[src/rtl/bru_pkg.sv]
// Shared types for the branch resolution pipe: op encoding, BTB update record, fall-through size.
// No logic; latency n/a; backpressure n/a.
package bru_pkg;

    localparam int BRU_ADDR_W = 32;

    localparam int BRU_FALLTHRU = 4;

    typedef enum logic [3:0] {
        BRU_NONE  = 4'd0,
        BRU_BEQ   = 4'd1,
        BRU_BNE   = 4'd2,
        BRU_BLT   = 4'd3,
        BRU_BGE   = 4'd4,
        BRU_BLTU  = 4'd5,
        BRU_BGEU  = 4'd6,
        BRU_JAL   = 4'd7,
        BRU_JALR  = 4'd8,
        BRU_FENCE = 4'd9
    } bru_op_e;

    typedef struct packed {
        logic [BRU_ADDR_W-1:0] pc;
        logic [BRU_ADDR_W-1:0] target;
    } btb_upd_t;

    function automatic logic is_cond_branch(input bru_op_e op);
        return (op == BRU_BEQ)  || (op == BRU_BNE)  || (op == BRU_BLT) ||
               (op == BRU_BGE)  || (op == BRU_BLTU) || (op == BRU_BGEU);
    endfunction

endpackage

[src/rtl/exu_bru_pipe_if.sv]
// Dispatch-side request, IFU redirect and BTB update bundle for exu_bru_pipe.
// No logic; latency n/a; backpressure carried by req_ready_o and btb_ready_i.
// Perf counter outputs exist only under BRU_PERF_CNT_EN.
interface exu_bru_pipe_if
    import bru_pkg::*;
#(
    parameter int XLEN   = 32,
    parameter int ADDR_W = 32
);
    logic              req_valid_i;
    logic              req_ready_o;
    bru_op_e           op_i;
    logic [XLEN-1:0]   op1_i;
    logic [XLEN-1:0]   op2_i;
    logic [ADDR_W-1:0] jmp_op1_i;
    logic [ADDR_W-1:0] jmp_op2_i;
    logic [ADDR_W-1:0] inst_addr_i;
    logic              pred_taken_i;
    logic              pred_jalr_i;
    logic [ADDR_W-1:0] pred_addr_i;
    logic              flush_i;
    logic              int_assert_i;
    logic [ADDR_W-1:0] int_addr_i;
    logic              jump_flag_o;
    logic [ADDR_W-1:0] jump_addr_o;
    logic              mispred_o;
    logic              btb_valid_o;
    logic              btb_ready_i;
    logic [ADDR_W-1:0] btb_pc_o;
    logic [ADDR_W-1:0] btb_target_o;
`ifdef BRU_PERF_CNT_EN
    logic [31:0]       perf_branch_cnt_o;
    logic [31:0]       perf_mispred_cnt_o;
`endif

    modport master (
`ifdef BRU_PERF_CNT_EN
        input  perf_branch_cnt_o, perf_mispred_cnt_o,
`endif
        output req_valid_i, op_i, op1_i, op2_i, jmp_op1_i, jmp_op2_i, inst_addr_i,
               pred_taken_i, pred_jalr_i, pred_addr_i, flush_i, int_assert_i,
               int_addr_i, btb_ready_i,
        input  req_ready_o, jump_flag_o, jump_addr_o, mispred_o,
               btb_valid_o, btb_pc_o, btb_target_o
    );

    modport slave (
`ifdef BRU_PERF_CNT_EN
        output perf_branch_cnt_o, perf_mispred_cnt_o,
`endif
        input  req_valid_i, op_i, op1_i, op2_i, jmp_op1_i, jmp_op2_i, inst_addr_i,
               pred_taken_i, pred_jalr_i, pred_addr_i, flush_i, int_assert_i,
               int_addr_i, btb_ready_i,
        output req_ready_o, jump_flag_o, jump_addr_o, mispred_o,
               btb_valid_o, btb_pc_o, btb_target_o
    );

endinterface

[src/rtl/bru_btb_fifo.sv]
// Generic synchronous FIFO with occupancy count, full and empty flags.
// Latency: a pushed entry is visible at the head the next cycle.
// Backpressure: pushes while full are dropped; caller must not push when full.
module bru_btb_fifo #(
    parameter int  DEPTH = 4,
    parameter type T     = logic [63:0],
    localparam int PTR_W = (DEPTH > 1) ? $clog2(DEPTH) : 1,
    localparam int CNT_W = $clog2(DEPTH + 1)
) (
    input  logic             clk,
    input  logic             rst,
    input  logic             push_vld,
    input  T                 push_dat,
    input  logic             pop_rdy,
    output logic             head_vld,
    output T                 head_dat,
    output logic [CNT_W-1:0] count,
    output logic             full,
    output logic             empty
);

    T                 mem [DEPTH];
    logic [PTR_W-1:0] wr_ptr;
    logic [PTR_W-1:0] rd_ptr;
    logic             do_push;
    logic             do_pop;

    assign empty    = (count == '0);
    assign full     = (count == CNT_W'(DEPTH));
    assign head_vld = ~empty;
    assign head_dat = mem[rd_ptr];
    assign do_push  = push_vld & ~full;
    assign do_pop   = pop_rdy & ~empty;

    // Storage is not reset; consumers qualify head_dat with head_vld.
    always_ff @(posedge clk) begin
        if (do_push) begin
            mem[wr_ptr] <= push_dat;
        end
    end

    always_ff @(posedge clk or posedge rst) begin
        if (rst) begin
            wr_ptr <= '0;
            rd_ptr <= '0;
            count  <= '0;
        end else begin
            if (do_push) begin
                wr_ptr <= wr_ptr + PTR_W'(1);
            end
            if (do_pop) begin
                rd_ptr <= rd_ptr + PTR_W'(1);
            end
            if (do_push && !do_pop) begin
                count <= count + CNT_W'(1);
            end else if (do_pop && !do_push) begin
                count <= count - CNT_W'(1);
            end
        end
    end

endmodule

[src/rtl/exu_bru_pipe.sv]
// Registered branch/jump/FENCE resolution with IFU redirect and a queued BTB update path.
// Latency 1 (accept -> redirect); interrupts redirect combinationally in the same cycle.
// Backpressure: req_ready_o reserves FIFO room for the stage; BTB stalls only fill the FIFO.
// Optional BRU_PERF_CNT_EN adds saturating branch / mispredict counters. rst_n is active-high.
module exu_bru_pipe
    import bru_pkg::*;
#(
    parameter int XLEN       = 32,
    parameter int ADDR_W     = BRU_ADDR_W,
    parameter int ILEN_BYTES = BRU_FALLTHRU,
    parameter int BTBQ_DEPTH = 4
) (
    input  logic           clk,
    input  logic           rst_n,
    exu_bru_pipe_if.slave  bru
);

    localparam int CNT_W = $clog2(BTBQ_DEPTH + 1);

    typedef struct packed {
        bru_op_e           op;
        logic [XLEN-1:0]   op1;
        logic [XLEN-1:0]   op2;
        logic [ADDR_W-1:0] jmp_op1;
        logic [ADDR_W-1:0] jmp_op2;
        logic [ADDR_W-1:0] inst_addr;
        logic [ADDR_W-1:0] pred_addr;
        logic              pred_taken;
        logic              pred_jalr;
    } stage_t;

    logic              rst;
    stage_t            stg_q;
    logic              stg_vld_q;
    logic              cond;
    logic [ADDR_W-1:0] tgt;
    logic [ADDR_W-1:0] fallthru;
    logic              rollback;
    logic              mismatch;
    logic              redirect;
    logic              kill;
    logic              resolve;
    logic              push_pending;
    logic              btb_push;
    logic              accept;
    btb_upd_t          push_dat;
    btb_upd_t          head_dat;
    logic [CNT_W-1:0]  fifo_cnt;
    logic              fifo_full;
    logic              fifo_empty;

    assign rst = rst_n;

    always_comb begin
        cond = 1'b0;
        case (stg_q.op)
            BRU_BEQ:   cond = (stg_q.op1 == stg_q.op2);
            BRU_BNE:   cond = (stg_q.op1 != stg_q.op2);
            BRU_BLT:   cond = ($signed(stg_q.op1) <  $signed(stg_q.op2));
            BRU_BGE:   cond = ($signed(stg_q.op1) >= $signed(stg_q.op2));
            BRU_BLTU:  cond = (stg_q.op1 <  stg_q.op2);
            BRU_BGEU:  cond = (stg_q.op1 >= stg_q.op2);
            BRU_JAL,
            BRU_JALR,
            BRU_FENCE: cond = 1'b1;
            default:   cond = 1'b0;
        endcase
    end

    assign tgt      = stg_q.jmp_op1 + stg_q.jmp_op2;
    assign fallthru = stg_q.inst_addr + ADDR_W'(ILEN_BYTES);
    assign rollback = stg_q.pred_taken & ~cond;
    assign mismatch = stg_q.pred_jalr & (tgt != stg_q.pred_addr);
    assign redirect = (cond & ~stg_q.pred_taken) | rollback | mismatch |
                      (stg_q.op == BRU_FENCE);

    assign kill    = bru.flush_i | bru.int_assert_i;
    assign resolve = stg_vld_q & ~kill;

    // The reservation looks only at stage contents so ready has no path from interrupts.
    assign push_pending = stg_vld_q & (stg_q.op == BRU_JALR) &
                          (~stg_q.pred_jalr | mismatch);
    assign btb_push     = push_pending & ~kill;

    assign bru.req_ready_o = ~bru.flush_i & ~fifo_full &
                             ((fifo_cnt < CNT_W'(BTBQ_DEPTH - 1)) |
                              ((fifo_cnt == CNT_W'(BTBQ_DEPTH - 1)) & ~push_pending));
    assign accept = bru.req_valid_i & bru.req_ready_o;

    always_comb begin
        bru.jump_flag_o = 1'b0;
        bru.jump_addr_o = '0;
        bru.mispred_o   = 1'b0;
        if (!rst) begin
            if (bru.int_assert_i) begin
                bru.jump_flag_o = 1'b1;
                bru.jump_addr_o = bru.int_addr_i;
            end else if (resolve && redirect) begin
                bru.jump_flag_o = 1'b1;
                bru.jump_addr_o = rollback ? fallthru : tgt;
                bru.mispred_o   = rollback | mismatch;
            end
        end
    end

    // Stage is single-use: it holds a request for exactly one cycle unless refilled.
    always_ff @(posedge clk or posedge rst) begin
        if (rst) begin
            stg_vld_q <= 1'b0;
            stg_q     <= '0;
        end else begin
            stg_vld_q <= accept;
            if (accept) begin
                stg_q.op         <= bru.op_i;
                stg_q.op1        <= bru.op1_i;
                stg_q.op2        <= bru.op2_i;
                stg_q.jmp_op1    <= bru.jmp_op1_i;
                stg_q.jmp_op2    <= bru.jmp_op2_i;
                stg_q.inst_addr  <= bru.inst_addr_i;
                stg_q.pred_addr  <= bru.pred_addr_i;
                stg_q.pred_taken <= bru.pred_taken_i;
                stg_q.pred_jalr  <= bru.pred_jalr_i;
            end
        end
    end

    assign push_dat.pc     = stg_q.inst_addr;
    assign push_dat.target = tgt;

    bru_btb_fifo #(
        .DEPTH (BTBQ_DEPTH),
        .T     (btb_upd_t)
    ) u_btb_fifo (
        .clk      (clk),
        .rst      (rst),
        .push_vld (btb_push),
        .push_dat (push_dat),
        .pop_rdy  (bru.btb_ready_i),
        .head_vld (bru.btb_valid_o),
        .head_dat (head_dat),
        .count    (fifo_cnt),
        .full     (fifo_full),
        .empty    (fifo_empty)
    );

    assign bru.btb_pc_o     = fifo_empty ? '0 : head_dat.pc;
    assign bru.btb_target_o = fifo_empty ? '0 : head_dat.target;

`ifdef BRU_PERF_CNT_EN
    logic [31:0] branch_cnt_q;
    logic [31:0] mispred_cnt_q;

    always_ff @(posedge clk or posedge rst) begin
        if (rst) begin
            branch_cnt_q  <= '0;
            mispred_cnt_q <= '0;
        end else begin
            if (resolve && is_cond_branch(stg_q.op) && (branch_cnt_q != '1)) begin
                branch_cnt_q <= branch_cnt_q + 32'd1;
            end
            if (bru.mispred_o && (mispred_cnt_q != '1)) begin
                mispred_cnt_q <= mispred_cnt_q + 32'd1;
            end
        end
    end

    assign bru.perf_branch_cnt_o  = branch_cnt_q;
    assign bru.perf_mispred_cnt_o = mispred_cnt_q;
`endif

endmodule

[src/flat_wrapper.sv]
// flat-port wrapper written by rule: the top's interface ports become plain ports
module exu_bru_pipe_flat import bru_pkg::*;
#(
    parameter int XLEN       = 32,
    parameter int ADDR_W     = BRU_ADDR_W,
    parameter int ILEN_BYTES = BRU_FALLTHRU,
    parameter int BTBQ_DEPTH = 4
)
  (clk, rst_n, bru_req_valid_i, bru_op_i, bru_op1_i, bru_op2_i, bru_jmp_op1_i, bru_jmp_op2_i, bru_inst_addr_i, bru_pred_taken_i, bru_pred_jalr_i, bru_pred_addr_i, bru_flush_i, bru_int_assert_i, bru_int_addr_i, bru_btb_ready_i, bru_req_ready_o, bru_jump_flag_o, bru_jump_addr_o, bru_mispred_o, bru_btb_valid_o, bru_btb_pc_o, bru_btb_target_o);
  exu_bru_pipe_if #(.XLEN(XLEN), .ADDR_W(ADDR_W)) bru_i ();
  input  logic clk;
  input  logic rst_n;
  input wire logic [$bits(bru_i.req_valid_i)-1:0] bru_req_valid_i;
  input wire logic [$bits(bru_i.op_i)-1:0] bru_op_i;
  input wire logic [$bits(bru_i.op1_i)-1:0] bru_op1_i;
  input wire logic [$bits(bru_i.op2_i)-1:0] bru_op2_i;
  input wire logic [$bits(bru_i.jmp_op1_i)-1:0] bru_jmp_op1_i;
  input wire logic [$bits(bru_i.jmp_op2_i)-1:0] bru_jmp_op2_i;
  input wire logic [$bits(bru_i.inst_addr_i)-1:0] bru_inst_addr_i;
  input wire logic [$bits(bru_i.pred_taken_i)-1:0] bru_pred_taken_i;
  input wire logic [$bits(bru_i.pred_jalr_i)-1:0] bru_pred_jalr_i;
  input wire logic [$bits(bru_i.pred_addr_i)-1:0] bru_pred_addr_i;
  input wire logic [$bits(bru_i.flush_i)-1:0] bru_flush_i;
  input wire logic [$bits(bru_i.int_assert_i)-1:0] bru_int_assert_i;
  input wire logic [$bits(bru_i.int_addr_i)-1:0] bru_int_addr_i;
  input wire logic [$bits(bru_i.btb_ready_i)-1:0] bru_btb_ready_i;
  output wire logic [$bits(bru_i.req_ready_o)-1:0] bru_req_ready_o;
  output wire logic [$bits(bru_i.jump_flag_o)-1:0] bru_jump_flag_o;
  output wire logic [$bits(bru_i.jump_addr_o)-1:0] bru_jump_addr_o;
  output wire logic [$bits(bru_i.mispred_o)-1:0] bru_mispred_o;
  output wire logic [$bits(bru_i.btb_valid_o)-1:0] bru_btb_valid_o;
  output wire logic [$bits(bru_i.btb_pc_o)-1:0] bru_btb_pc_o;
  output wire logic [$bits(bru_i.btb_target_o)-1:0] bru_btb_target_o;
  assign bru_i.req_valid_i = bru_req_valid_i;
  assign bru_i.op_i = bru_op_i;
  assign bru_i.op1_i = bru_op1_i;
  assign bru_i.op2_i = bru_op2_i;
  assign bru_i.jmp_op1_i = bru_jmp_op1_i;
  assign bru_i.jmp_op2_i = bru_jmp_op2_i;
  assign bru_i.inst_addr_i = bru_inst_addr_i;
  assign bru_i.pred_taken_i = bru_pred_taken_i;
  assign bru_i.pred_jalr_i = bru_pred_jalr_i;
  assign bru_i.pred_addr_i = bru_pred_addr_i;
  assign bru_i.flush_i = bru_flush_i;
  assign bru_i.int_assert_i = bru_int_assert_i;
  assign bru_i.int_addr_i = bru_int_addr_i;
  assign bru_i.btb_ready_i = bru_btb_ready_i;
  assign bru_req_ready_o = bru_i.req_ready_o;
  assign bru_jump_flag_o = bru_i.jump_flag_o;
  assign bru_jump_addr_o = bru_i.jump_addr_o;
  assign bru_mispred_o = bru_i.mispred_o;
  assign bru_btb_valid_o = bru_i.btb_valid_o;
  assign bru_btb_pc_o = bru_i.btb_pc_o;
  assign bru_btb_target_o = bru_i.btb_target_o;
  exu_bru_pipe #(.XLEN(XLEN), .ADDR_W(ADDR_W), .ILEN_BYTES(ILEN_BYTES), .BTBQ_DEPTH(BTBQ_DEPTH)) u_core (.clk(clk), .rst_n(rst_n), .bru(bru_i));
endmodule
[config.mk]
export PLATFORM = sky130hd
export DESIGN_NAME = exu_bru_pipe_flat
export DESIGN_NICKNAME = d
export VERILOG_FILES = /design/src/rtl/bru_pkg.sv /design/src/rtl/exu_bru_pipe_if.sv /design/src/rtl/bru_btb_fifo.sv /design/src/rtl/exu_bru_pipe.sv /design/src/flat_wrapper.sv
export SDC_FILE = /design/constraint.sdc
export NUM_CORES = 1
export LEC_CHECK = 0
export BUFFER_PORTS_ARGS = -buffer_cell sky130_fd_sc_hd__buf_4
export CORE_MARGIN = 3
export CORE_UTILIZATION = 64
export CTS_BUF_LIST = sky130_fd_sc_hd__clkbuf_4
export DETAILED_ROUTE_END_ITERATION = 12
export HOLD_SLACK_MARGIN = 0.02
export PLACE_DENSITY = 0.88
export SLEW_MARGIN = 20
export SYNTH_ARGS = -nofsm -noshare
export SYNTH_HDL_FRONTEND = slang
export SYNTH_SLANG_ARGS = --single-unit
[constraint.sdc]
create_clock -name clk -period 9.1 [get_ports clk]
set_input_delay 0.91 -clock clk [delete_from_list [all_inputs] [get_ports clk]]
set_output_delay 0.91 -clock clk [all_outputs]
set_load 0.02 [all_outputs]
# Word level (Yosys, flattened, before mapping)

Memory sizes are Yosys's and may differ from the RTL's.
Index checks and enable logic that the tools add are counted.

Register bits: 206
Bits in writable memories: 256
Output and inout bits: 100
Memories: 1

Memory list:

| name                  | words | width | rd ports | clocked after Yosys merged registers in | write ports | RTL line           | text |
|---|---|---|---|---|---|---|---|
| u_core.u_btb_fifo.mem | 4     | 64    | 1        | 0                                       | 1           | bru_btb_fifo.sv:22 | `T mem [DEPTH];` |

Add/sub/neg operators: 6
$lt $le $gt $ge: 5
Eq/ne operators: 14
Mux-type cells: 17
Bitwise logic cells: 28
Reductions and logical operators: 8

Operators with widths:

| cell                                               | number |
|---|---|
| two-way mux 32 bit                                 | 6 |
| greater-or-equal comparator 32 bit                 | 2 |
| < comparator 32 bit                                | 2 |
| inequality test 32 bit                             | 2 |
| adder 32 x 3 -> 32 bit, second input constant      | 1 |
| adder 32 bit                                       | 1 |
| == test 32 bit                                     | 1 |
| == test 4 x 3 -> 1 bit, second input constant      | 4 |
| bitwise AND 1 bit                                  | 13 |
| == test 4 x 2 -> 1 bit, second input constant      | 2 |
| == test 4 bit, second input constant               | 2 |
| two-way mux 1 bit                                  | 8 |
| inverter 1 bit                                     | 8 |
| OR 1 bit                                           | 7 |
| one-hot mux 1 bit (7 select lines)                 | 1 |
| two-way mux 3 bit                                  | 2 |
| adder 2 x 1 -> 2 bit, second input constant        | 2 |
| == test 4 x 1 -> 1 bit, second input constant      | 1 |
| adder 3 x 1 -> 3 bit, second input constant        | 1 |
| == test 3 x 2 -> 1 bit, second input constant      | 1 |
| == test 3 bit, second input constant               | 1 |
| logical AND 1 bit                                  | 3 |
| zero test 3 bit                                    | 1 |
| < comparator 3 x 2 -> 1 bit, second input constant | 1 |
| other kinds (4)                                    | 5 |

# Longest topological paths before layout

Gate-level depths: netlist of the first run.

Word-level depth: 12
Gate-level depth with buffers: 19
Depth with buffers taken out: 17

# Cells and area by module

From an unflattened synthesis of the first run, not the netlist that was laid out.

Cells, all modules: 1625
Area, all modules: 22624.2 sq um

Modules (own cells, without submodules):

| module       | instances | cells an instance | area each (sq um) | sequential area each (sq um) |
|---|---|---|---|---|
| exu_bru_pipe | 1         | 1254              | 12971.2           | 4979.8 |
| bru_btb_fifo | 1         | 371               | 9653.0            | 7862.5 |

# Worst setup path after synthesis of the first run

OpenSTA, ideal clock, no wires.

Path kind: register to register
Start: reg u_core.stg_q[66] (netlist name)
End: mem u_core.u_btb_fifo.mem[0][0] (netlist name) (enable)
Arrival time: 4.524 ns
Data required time: 8.671 ns
Path slack: 4.148 ns
Stages on the path, launching flop included: 13
Path buffers: 0
Period minus slack after synthesis: 4.952 ns
Path through: dfrtp_1 -> ha_1 -> fa_1 -> a211oi_2 -> o21ai_1 -> and2_1 -> o21ai_0 -> a21oi_1 -> o21a_1 -> o2111ai_1 -> nor4_4 -> a31oi_1 -> and2_1

Cells in the longest elaborated chain, start to end: 9

Ends and longest elaborated chain:

| item                                    | RTL line           | text |
|---|---|---|
| from (decl)                             | exu_bru_pipe.sv:33 | `stage_t stg_q;` |
| adder 32 bit                            | exu_bru_pipe.sv:70 | `assign tgt = stg_q.jmp_op1 + stg_q.jmp_op2;` |
| inequality test 32 bit                  | exu_bru_pipe.sv:73 | `assign mismatch = stg_q.pred_jalr & (tgt != stg_q.pred_addr);` |
| bitwise AND 1 bit                       | exu_bru_pipe.sv:73 |  |
| OR 1 bit                                | exu_bru_pipe.sv:82 | `(~stg_q.pred_jalr \| mismatch);` |
| bitwise AND 1 bit                       | exu_bru_pipe.sv:81 | `assign push_pending = stg_vld_q & (stg_q.op == BRU_JALR) &` |
| bitwise AND 1 bit                       | exu_bru_pipe.sv:83 | `assign btb_push = push_pending & ~kill;` |
| bitwise AND 1 bit                       | bru_btb_fifo.sv:32 | `assign do_push = push_vld & ~full;` |
| two-way mux 1 bit                       | bru_btb_fifo.sv:37 | `if (do_push) begin` |
| two-way mux 1 bit (implied by the code) | bru_btb_fifo.sv:38 | `mem[wr_ptr] <= push_dat;` |
| to (decl)                               | bru_btb_fifo.sv:22 |  |

No other way between the ends.

# Worst setup path after layout of the first run

Start: reg u_core.stg_q[66] (netlist name)
End: out bru_jump_addr_o[7]

Cells in the longest elaborated chain, start to end: 9
Elaborated cells on any way between the ends: 10
Classes of those cells: add/sub (1); eq/ne (1); mux (4); bitwise (3); reduce/logical (1)

Ends and longest elaborated chain:

| item                   | RTL line           | text |
|---|---|---|
| adder 32 bit (*)       | exu_bru_pipe.sv:70 |  |
| inequality test 32 bit | exu_bru_pipe.sv:73 |  |
| bitwise AND 1 bit      | exu_bru_pipe.sv:73 |  |
| OR 1 bit (2 in series) | exu_bru_pipe.sv:74 | `assign redirect = (cond & ~stg_q.pred_taken) \| rollback \| mismatch \|` |
| logical AND 1 bit      | exu_bru_pipe.sv:98 | `end else if (resolve && redirect) begin` |
| two-way mux 32 bit (*) | exu_bru_pipe.sv:98 |  |
| two-way mux 32 bit (*) | exu_bru_pipe.sv:95 | `if (bru.int_assert_i) begin` |
| two-way mux 32 bit (*) | exu_bru_pipe.sv:94 | `if (!rst) begin` |
| to (decl)              | flat_wrapper.sv:29 | `output wire logic [$bits(bru_i.jump_addr_o)-1:0] bru_jump_addr_o;` |

Every way passes the cells marked *; elsewhere a longest branch is shown, timed or not.

==> results of run 1 <==
worst max-delay path by stage:
| stage | to | from | slack, ns |
|---|---|---|---|
| after floorplan | u_core.push_dat[32] | rst_n | 2.57 |
| after global placement | bru_jump_addr_o[31] | u_core.stg_q[66] | 3.86 |
| after detailed placement | bru_jump_addr_o[30] | u_core.stg_q[66] | 3.63 |
| after CTS | bru_jump_addr_o[7] | u_core.stg_q[66] | 2.75 |
| after global routing | bru_jump_addr_o[7] | u_core.stg_q[66] | 2.42 |
| final | bru_jump_addr_o[7] | u_core.stg_q[66] | 2.71 |
cell usage in the layout, fill, tap and decap left out, drive strengths merged, types with 37 or more instances in the layout:
master / Yosys / layout
buf: 38 / 347
and2: 77 / 77
clkbuf: 42 / 167
mux4: 64 / 64
nor2: 68 / 68
o21ai: 42 / 42
ha: 70 / 70
a21oi: 78 / 78
clkinv: 0 / 37
dfrtp: 206 / 206
mux2: 199 / 199
inv: 55 / 56
edfxtp: 256 / 256
nand2: 74 / 74
xnor2: 51 / 51
final cells by class:
type | instances | area (µm²)
tap | 455 | 569
timing repair buffer | 347 | 2620
clock buffer | 167 | 1250
fill | 2057 | 7730
inverter | 55 | 214
sequential | 462 | 12800
antenna | 5 | 12.5
clock inverter | 42 | 241
multi-input combinational | 1010 | 9400
state kept, by name, summed over array words and instances, names as in the netlist:
signal,count
u_core.push_dat,32
u_core.stg_q,166
u_core.stg_vld_q,1
u_core.u_btb_fifo.count,3
u_core.u_btb_fifo.mem,256
u_core.u_btb_fifo.rd_ptr,2
u_core.u_btb_fifo.wr_ptr,2
layer usage:
metal | global-route usage, % | wire (µm)
met1 | 40.6 | 23100
met2 | 46.8 | 27100
met3 | 6.95 | 5340
met4 | 11.0 | 1900
met5 | 0 | 0
logic make-up after synthesis:
| family | after synthesis | share of synthesized area [%] |
|---|---|---|
| XOR/XNOR | 95 | 4.17 |
| flip-flops | 462 | 56.2 |
| AND/OR/NAND/NOR | 327 | 7.42 |
| AO/OA/AOI/OAI | 247 | 7.39 |
| buffers and inverters | 135 | 2.82 |
| multiplexers | 269 | 18.0 |
| adder cells (fa/ha/maj) | 72 | 4.01 |
power by group through the flow:
stage | registers (mW) | clock network [mW] | logic [mW]
floorplan | 3.50 | 0 | 4.21
global placement | 3.70 | 0 | 5.82
detailed placement | 3.74 | 0 | 5.97
CTS | 3.71 | 1.77 | 6.02
global route | 3.79 | 1.88 | 6.54
finish | 3.72 | 1.74 | 6.11
worst max-delay path, delay by kind of cell, from the launching register on:
family,cells,cell delay (ns)
fa+ha+maj,2,0.70
simple gates,1,0.57
buf+inv,2,0.42
compound gates,7,1.95
flops,1,0.40
xor+xnor,2,0.63
==> impl_summary.log, run 1 <==
[metrics] result of the run: finished clean
[metrics] fin crit share: 70.2%
[metrics] count leader, synth: sky130_fd_sc_hd__edfxtp_1
[metrics] first-pass GRT wire length: 87700 µm
[metrics] total power draw: 11.6 mW
[metrics] CP max stage cell: sky130_fd_sc_hd__nor4_4
[metrics] average via count per standard cell: 6.06
[metrics] floorplan core area: 34900 µm²
[metrics] via count of the first global-routing pass: 15800
[metrics] Finished Cell Area: 27200 µm²
[metrics] Setup-failing EPs final: 0
[metrics] y dimension of the die: 195 µm
[metrics] cell taking the most area after synthesis: sky130_fd_sc_hd__edfxtp_1
[metrics] IO buf count: roughly 340
[metrics] Setup TNS: 0 ns
[metrics] minimum period implied by the final worst setup slack: 6.39 ns
[metrics] switching pwr: 4.97 mW
[metrics] global-route total usage across every layer: about 30%
[metrics] top-level I/O count: 336
[metrics] maximum number of pins on one net before global-route repair: 160
[metrics] sequence of cells on the critical path: ha_1, fa_1, a211oi_2, o21ai_1, a41o_1, xnor2_1, xnor2_1, a2111oi_0, o2111ai_1, nor4_4, o21ai_2, buf_4, a22o_1, buf_4
[metrics] starting utilization of the core area: 65.5%
[metrics] slowest stage delay, CP: 0.57 ns
[metrics] Lkg Pwr: roughly 11 nW
[metrics] Final Instance Count excl. Fillers: ~2500
[metrics] Gate Count Post-Synth: 1607
[metrics] Worst Skew: 0.0636 ns
[metrics] clock tree from TritonCTS: built
[metrics] CTS clock-pin slew for the worst setup and hold paths: 0.08 ns
[metrics] postcts setup bufs: 0
[metrics] antenna violations before repair: 2
[metrics] post-cts sizing count: 0
[metrics] count of vias placed by the detailed router: between 15000 and 20000
[metrics] part of the power in the clock network: about 15%
[metrics] endpoint with the worst hold slack: u_core.stg_q[5]
[metrics] launch point of the worst reg-to-reg path: u_core.stg_q[66]
[metrics] fraction of layout cells with a size suffix above 1: 37.0%
[metrics] Routed Antenna Nets: 0
[metrics] Seq pwr share: 32.2%
[metrics] Total Die Area: roughly 38000 µm²
[metrics] DRC violation count after routing: 0
[metrics] Clock Tree Buf Depth: 3
[metrics] endpoint of the worst-slack reg-to-reg timing path: u_core.u_btb_fifo.mem[3][13]
[metrics] post-route core utilization: between 70 and 80%
[metrics] minimum setup slack after placement: ~3.6 ns
[metrics] Cell Rows: 68
[metrics] portion of total power attributed to combinational logic: 52.8%
[metrics] area share of the largest cell type after synthesis: 33.6%
[metrics] worst vdd ir: 235 µV
[metrics] Clock Sink Count: 462
[metrics] Skew-Pair Late Insertion Delay: approximately 0.8 ns
[metrics] area after detailed placement: ~26000 µm²
[metrics] setup repair after global routing missed its margin: no
[metrics] area added between synthesis and finish: 18.8%
[metrics] type of element launching the critical path: register
[metrics] worst slew pin tran: 1.11 ns
[metrics] DRT Pass-1 Iters: 5
[metrics] critical path arrival: 5.48 ns
[metrics] top cells by area, synth: sky130_fd_sc_hd__edfxtp_1 (34%), sky130_fd_sc_hd__dfrtp_1 (23%), sky130_fd_sc_hd__mux2_4 (6.6%)
[metrics] CTS Buf Count: 111
[metrics] cell count of the worst hold path: 2
[metrics] final hold slack: 0.319 ns
[metrics] hold crit path type: input port to register
[metrics] DRT Wirelength: 57400 µm
[metrics] yosys synthesis warning count: 0
[metrics] average size of a mapped cell: 14.2 µm²
[metrics] tightest slew margin relative to the limit: 26.1%
[metrics] Max FO, Critical Path: 32
[metrics] Synth top cells by count: sky130_fd_sc_hd__edfxtp_1 (256), sky130_fd_sc_hd__dfrtp_1 (206), sky130_fd_sc_hd__mux2_4 (100), sky130_fd_sc_hd__and2_1 (77), sky130_fd_sc_hd__a21oi_1 (76)
[metrics] hold buffers post-CTS: 0
[metrics] grt ovf: 0
[metrics] cell internal power dissipation: 6.60 mW
[metrics] most used flip-flop cell after synthesis: sky130_fd_sc_hd__edfxtp_1
[metrics] Synth cell types: 78
[metrics] RePlAce Congestion: 0.943
[metrics] final layout net count: roughly 2300
[metrics] number of max-cap violations: 0
[metrics] endpoint class of the critical path: output port
[metrics] number of DRC violations after detailed-routing iteration 0: about 1600
[metrics] Syn Std Cell Area: 22900 µm²
[metrics] Cell Pwr Density: 426 nW/µm²
[metrics] routed length per instance: roughly 23 µm
[metrics] depth of the worst register-to-register path: 13
[metrics] post-synth net total: 1915
[metrics] number of pins exceeding their max-slew limit in the final report: 0
[metrics] Crit path required time: about 8.2 ns
[metrics] HPWL after detailed placement: a little under 40000 µm
[metrics] clock tree root buffer cell: sky130_fd_sc_hd__clkbuf_4
[metrics] number of enable-type register cells in the synthesized netlist: 256
[metrics] switching share of power: 42.9%
[metrics] worst reg2reg setup slack: around 3.6 ns
[metrics] maximum level of the CTS H-tree: 3
[metrics] register area share after synthesis: 56.2%
[metrics] achievable frequency: 157 MHz
[metrics] Hold Violations, Final: 0
[metrics] width of the chip: between 150 and 200 µm
[metrics] synthesized flop and latch total: 462
[metrics] Async S/R FF share, synth: roughly 45%
[metrics] origin of the worst min-delay path: bru_pred_addr_i[3]
[metrics] placed insts: 2329
[metrics] category of the most critical setup path: register to output port
[metrics] post-layout worst setup margin: 2.71 ns
Note: power is estimated with default switching activity, not from simulation.
==> run 2: changes to the inputs <==
--- a/config.mk
+++ b/config.mk
@@ -7,11 +7,11 @@
 export LEC_CHECK = 0
 export BUFFER_PORTS_ARGS = -buffer_cell sky130_fd_sc_hd__buf_4
 export CORE_MARGIN = 3
-export CORE_UTILIZATION = 64
+export CORE_UTILIZATION = 60
 export CTS_BUF_LIST = sky130_fd_sc_hd__clkbuf_4
 export DETAILED_ROUTE_END_ITERATION = 12
 export HOLD_SLACK_MARGIN = 0.02
-export PLACE_DENSITY = 0.88
+export PLACE_DENSITY = 0.83
 export SLEW_MARGIN = 20
 export SYNTH_ARGS = -nofsm -noshare
 export SYNTH_HDL_FRONTEND = slang
==> constraint.sdc (replaced) <==
create_clock -name clk -period 6 [get_ports clk]
set_input_delay 0.6 -clock clk [delete_from_list [all_inputs] [get_ports clk]]
set_output_delay 0.6 -clock clk [all_outputs]
set_load 0.02 [all_outputs]
==> run 2 against run 1 <==
Hold slack worse by 0.26 ns; sequential share of layout area is 3.1 points lower; first-iteration DRC count shrank 2.1%; utilization rose by 0.53 points; register-to-register slack lost 2.7 ns; die area rose by 6.5%.
==> impl_summary.log, run 2 (synthesized netlist as in run 1, its figures left out) <==
[metrics] Clock Tree Buf Depth: 3 (unchanged)
[metrics] hold crit path type: input port to register
[metrics] Cell Pwr Density: 616 nW/µm² (+45%)
[metrics] minimum period implied by the final worst setup slack: 5.77 ns
[metrics] Layout fillers: 2084 (+1.3%)
[metrics] clock tree from TritonCTS: built
[metrics] DRT Pass-1 Iters: 5 (unchanged)
[metrics] Crit path required time: 5.40 ns (-2.79 ns)
[metrics] antenna violations before repair: 3 (+1)
[metrics] area occupied by multi-input gates: 9410 µm² (+0.13%)
[metrics] starting utilization of the core area: 61.7% (-3.8 points)
[metrics] critical path arrival: 5.17 ns (-0.31 ns)
[metrics] Worst Skew: 0.0647 ns (+0.00107 ns)
[metrics] routed length per instance: 23.4 µm (+3.7%)
[metrics] floorplan core area: 37000 µm² (+6.2%)
[metrics] area added between synthesis and finish: 27.0%
[metrics] worst reg2reg setup slack: 0.88 ns (-2.69 ns)
[metrics] number of pins exceeding their max-slew limit in the final report: 0 (unchanged)
[metrics] worst vdd ir: 326 µV (+38%)
[metrics] area after detailed placement: 25800 µm² (+0.45%)
[metrics] count of vias placed by the detailed router: 16500 (+6.9%)
[metrics] number of max-cap violations: 0 (unchanged)
[metrics] fin crit share: 96.2%
[metrics] maximum level of the CTS H-tree: 3 (unchanged)
[metrics] origin of the worst min-delay path: bru_jmp_op2_i[14]
[metrics] Hold Violations, Final: 0 (unchanged)
[metrics] launch point of the worst reg-to-reg path: u_core.stg_q[66]
[metrics] area of all sequential standard cells: 12800 µm² (unchanged)
[metrics] endpoint of the worst-slack reg-to-reg timing path: u_core.u_btb_fifo.mem[2][37]
[metrics] fraction of layout cells with a size suffix above 1: 34.1% (-2.9 points)
[metrics] Skew-Pair Late Insertion Delay: 0.83 ns (+0.02 ns)
[metrics] Clock Sink Count: 462 (unchanged)
[metrics] number of DRC violations after detailed-routing iteration 0: 1603 (-2.1%)
[metrics] maximum number of pins on one net before global-route repair: 167 (+4.4%)
[metrics] Setup-failing EPs final: 0 (unchanged)
[metrics] post-layout worst setup margin: 0.230 ns (-2.48 ns)
[metrics] clock tree root buffer cell: sky130_fd_sc_hd__clkbuf_4
[metrics] DRC violation count after routing: 0 (unchanged)
[metrics] global-route total usage across every layer: 31.9% (+2.4 points)
[metrics] final layout net count: 2485 (+8.3%)
[metrics] Max FO, Critical Path: 36 (+13%)
[metrics] CTS Buf Count: 112 (+0.90%)
[metrics] via count of the first global-routing pass: 17500 (+11%)
[metrics] category of the most critical setup path: register to output port
[metrics] type of element launching the critical path: register
[metrics] achievable frequency: 173 MHz
[metrics] IO buf count: 335 (unchanged)
[metrics] worst slew pin tran: 1.15 ns (+0.0414 ns)
[metrics] largest register by flop count: u_core.u_btb_fifo.mem
[metrics] Routed Antenna Nets: 0 (unchanged)
[metrics] width of the chip: 201 µm (+3.2%)
[metrics] endpoint class of the critical path: output port
[metrics] destination of the critical timing path: bru_jump_addr_o[0]
[metrics] Finished Cell Area: 29000 µm² (+6.9%)
[metrics] most common cell after layout, fill and taps aside: sky130_fd_sc_hd__buf_4
[metrics] top-level I/O count: 336 (unchanged)
[metrics] most frequent cells in the layout: sky130_fd_sc_hd__buf_4 (352), sky130_fd_sc_hd__edfxtp_1 (256), sky130_fd_sc_hd__dfrtp_1 (204), sky130_fd_sc_hd__dlygate4sd3_1 (180), sky130_fd_sc_hd__clkbuf_4 (158)
[metrics] Total Die Area: 40500 µm² (+6.5%)
[metrics] Lkg Pwr: 12.2 nW (+6.7%)
[metrics] HPWL after detailed placement: 40700 µm (+2.8%)
[metrics] result of the run: finished clean
[metrics] minimum setup slack after placement: 0.727 ns (-2.90 ns)
[metrics] y dimension of the die: 201 µm (+3.2%)
[metrics] average via count per standard cell: 5.94 (-2.0%)
[metrics] RePlAce Congestion: 0.938 (-0.50%)
[metrics] Largest register FFs: 256 (unchanged)
[metrics] Setup TNS: 0 ns (unchanged)
[metrics] Cell Rows: 70 (+2.9%)
[metrics] CTS clock-pin slew for the worst setup and hold paths: 0.07 ns (about the same)
[metrics] tightest slew margin relative to the limit: 23.3% (-2.8 points)
[metrics] grt ovf: 0 (unchanged)
[metrics] beginning of the critical path: u_core.stg_q[193]
[metrics] DRT Wirelength: 64900 µm (+13%)
[metrics] depth of the worst register-to-register path: 14 (+1)
[metrics] first-pass GRT wire length: 101000 µm (+15%)
run 2: cell types whose count changed in the layout (fill, tap and decap cells not counted), moves of 2 or more:
cell                            change
sky130_fd_sc_hd__clkbuf_4           -9
sky130_fd_sc_hd__clkinv_1           +2
sky130_fd_sc_hd__clkinv_2           +2
sky130_fd_sc_hd__buf_12             +2
sky130_fd_sc_hd__dlygate4sd3_1    +180
sky130_fd_sc_hd__buf_4              +6
run 2: repair_timing:
action                                 in CTS  in global routing
endpoints found under the hold margin     187                  1
setup endpoints to repair                   0                 34
gates resized for setup                     0                  5
hold buffers                              179                  1
buffers inserted                            0                  2
run 2: worst min-delay path by stage:
stage                     slack (ns)  depth (start not counted)                to
after global placement          0.48                          1  u_core.stg_q[91]
final                           0.06                          2  u_core.stg_q[80]
after global routing            0.02                          2  u_core.stg_q[19]
after detailed placement        0.49                          1  u_core.stg_q[88]
after CTS                       0.02                          2  u_core.stg_q[80]
after floorplan                 0.47                          1   u_core.stg_q[4]
run 2: area by class of cell:
class,count,share of cell area [%]
well taps,504,2.17
multi-input cells,1010,32.4
repair buffers,536,15.6
clock inverters,45,0.776
clock buffers,158,4.09
flip-flops and latches,462,44.2
diodes,4,0.0345
inverters,55,0.724
run 2: metrics by stage:
step | hold slack [ns] | util, % | cells | power [mW]
after floorplan | 0.466 | - | 1607 | 11.7
after CTS | 0.0203 | 78.2 | 2766 | 17.5
after global routing | 0.0207 | 78.4 | 2773 | 18.8
after detailed placement | 0.488 | 69.5 | 2384 | 14.8
final | 0.0587 | 78.4 | 2774 | 17.9
after global placement | 0.480 | 69.5 | 2384 | 14.5
run 2: worst max-delay path: stages, from the launching register on:
cell                      delay, ns
sky130_fd_sc_hd__dfrtp_1       0.40
sky130_fd_sc_hd__ha_1          0.41
sky130_fd_sc_hd__nand3_1       0.27
sky130_fd_sc_hd__nor4_1        0.41
sky130_fd_sc_hd__nand2_1       0.16
sky130_fd_sc_hd__nor4_1        0.74
sky130_fd_sc_hd__or4b_2        0.24
sky130_fd_sc_hd__nand2_1       0.05
sky130_fd_sc_hd__a31oi_1       0.16
sky130_fd_sc_hd__o22a_1        0.16
sky130_fd_sc_hd__ha_2          0.20
sky130_fd_sc_hd__buf_4         0.38
sky130_fd_sc_hd__mux2_2        0.43
sky130_fd_sc_hd__a22o_1        0.19
sky130_fd_sc_hd__buf_4         0.15
run 2: per-layer routing:
metal	global-route usage, %	routed length, µm	up-vias
li1	-	-	7228
met1	43.2	25500	8167
met2	52.9	32100	943
met3	6.36	5310	147
met4	10.1	1960	0
met5	0	0	-
run 2: power by group:
part | internal (mW) | switching, mW
clock | 1.27 | 1.30
combinational | 3.98 | 5.59
sequential | 4.81 | 0.951
total | 10.1 | 7.84
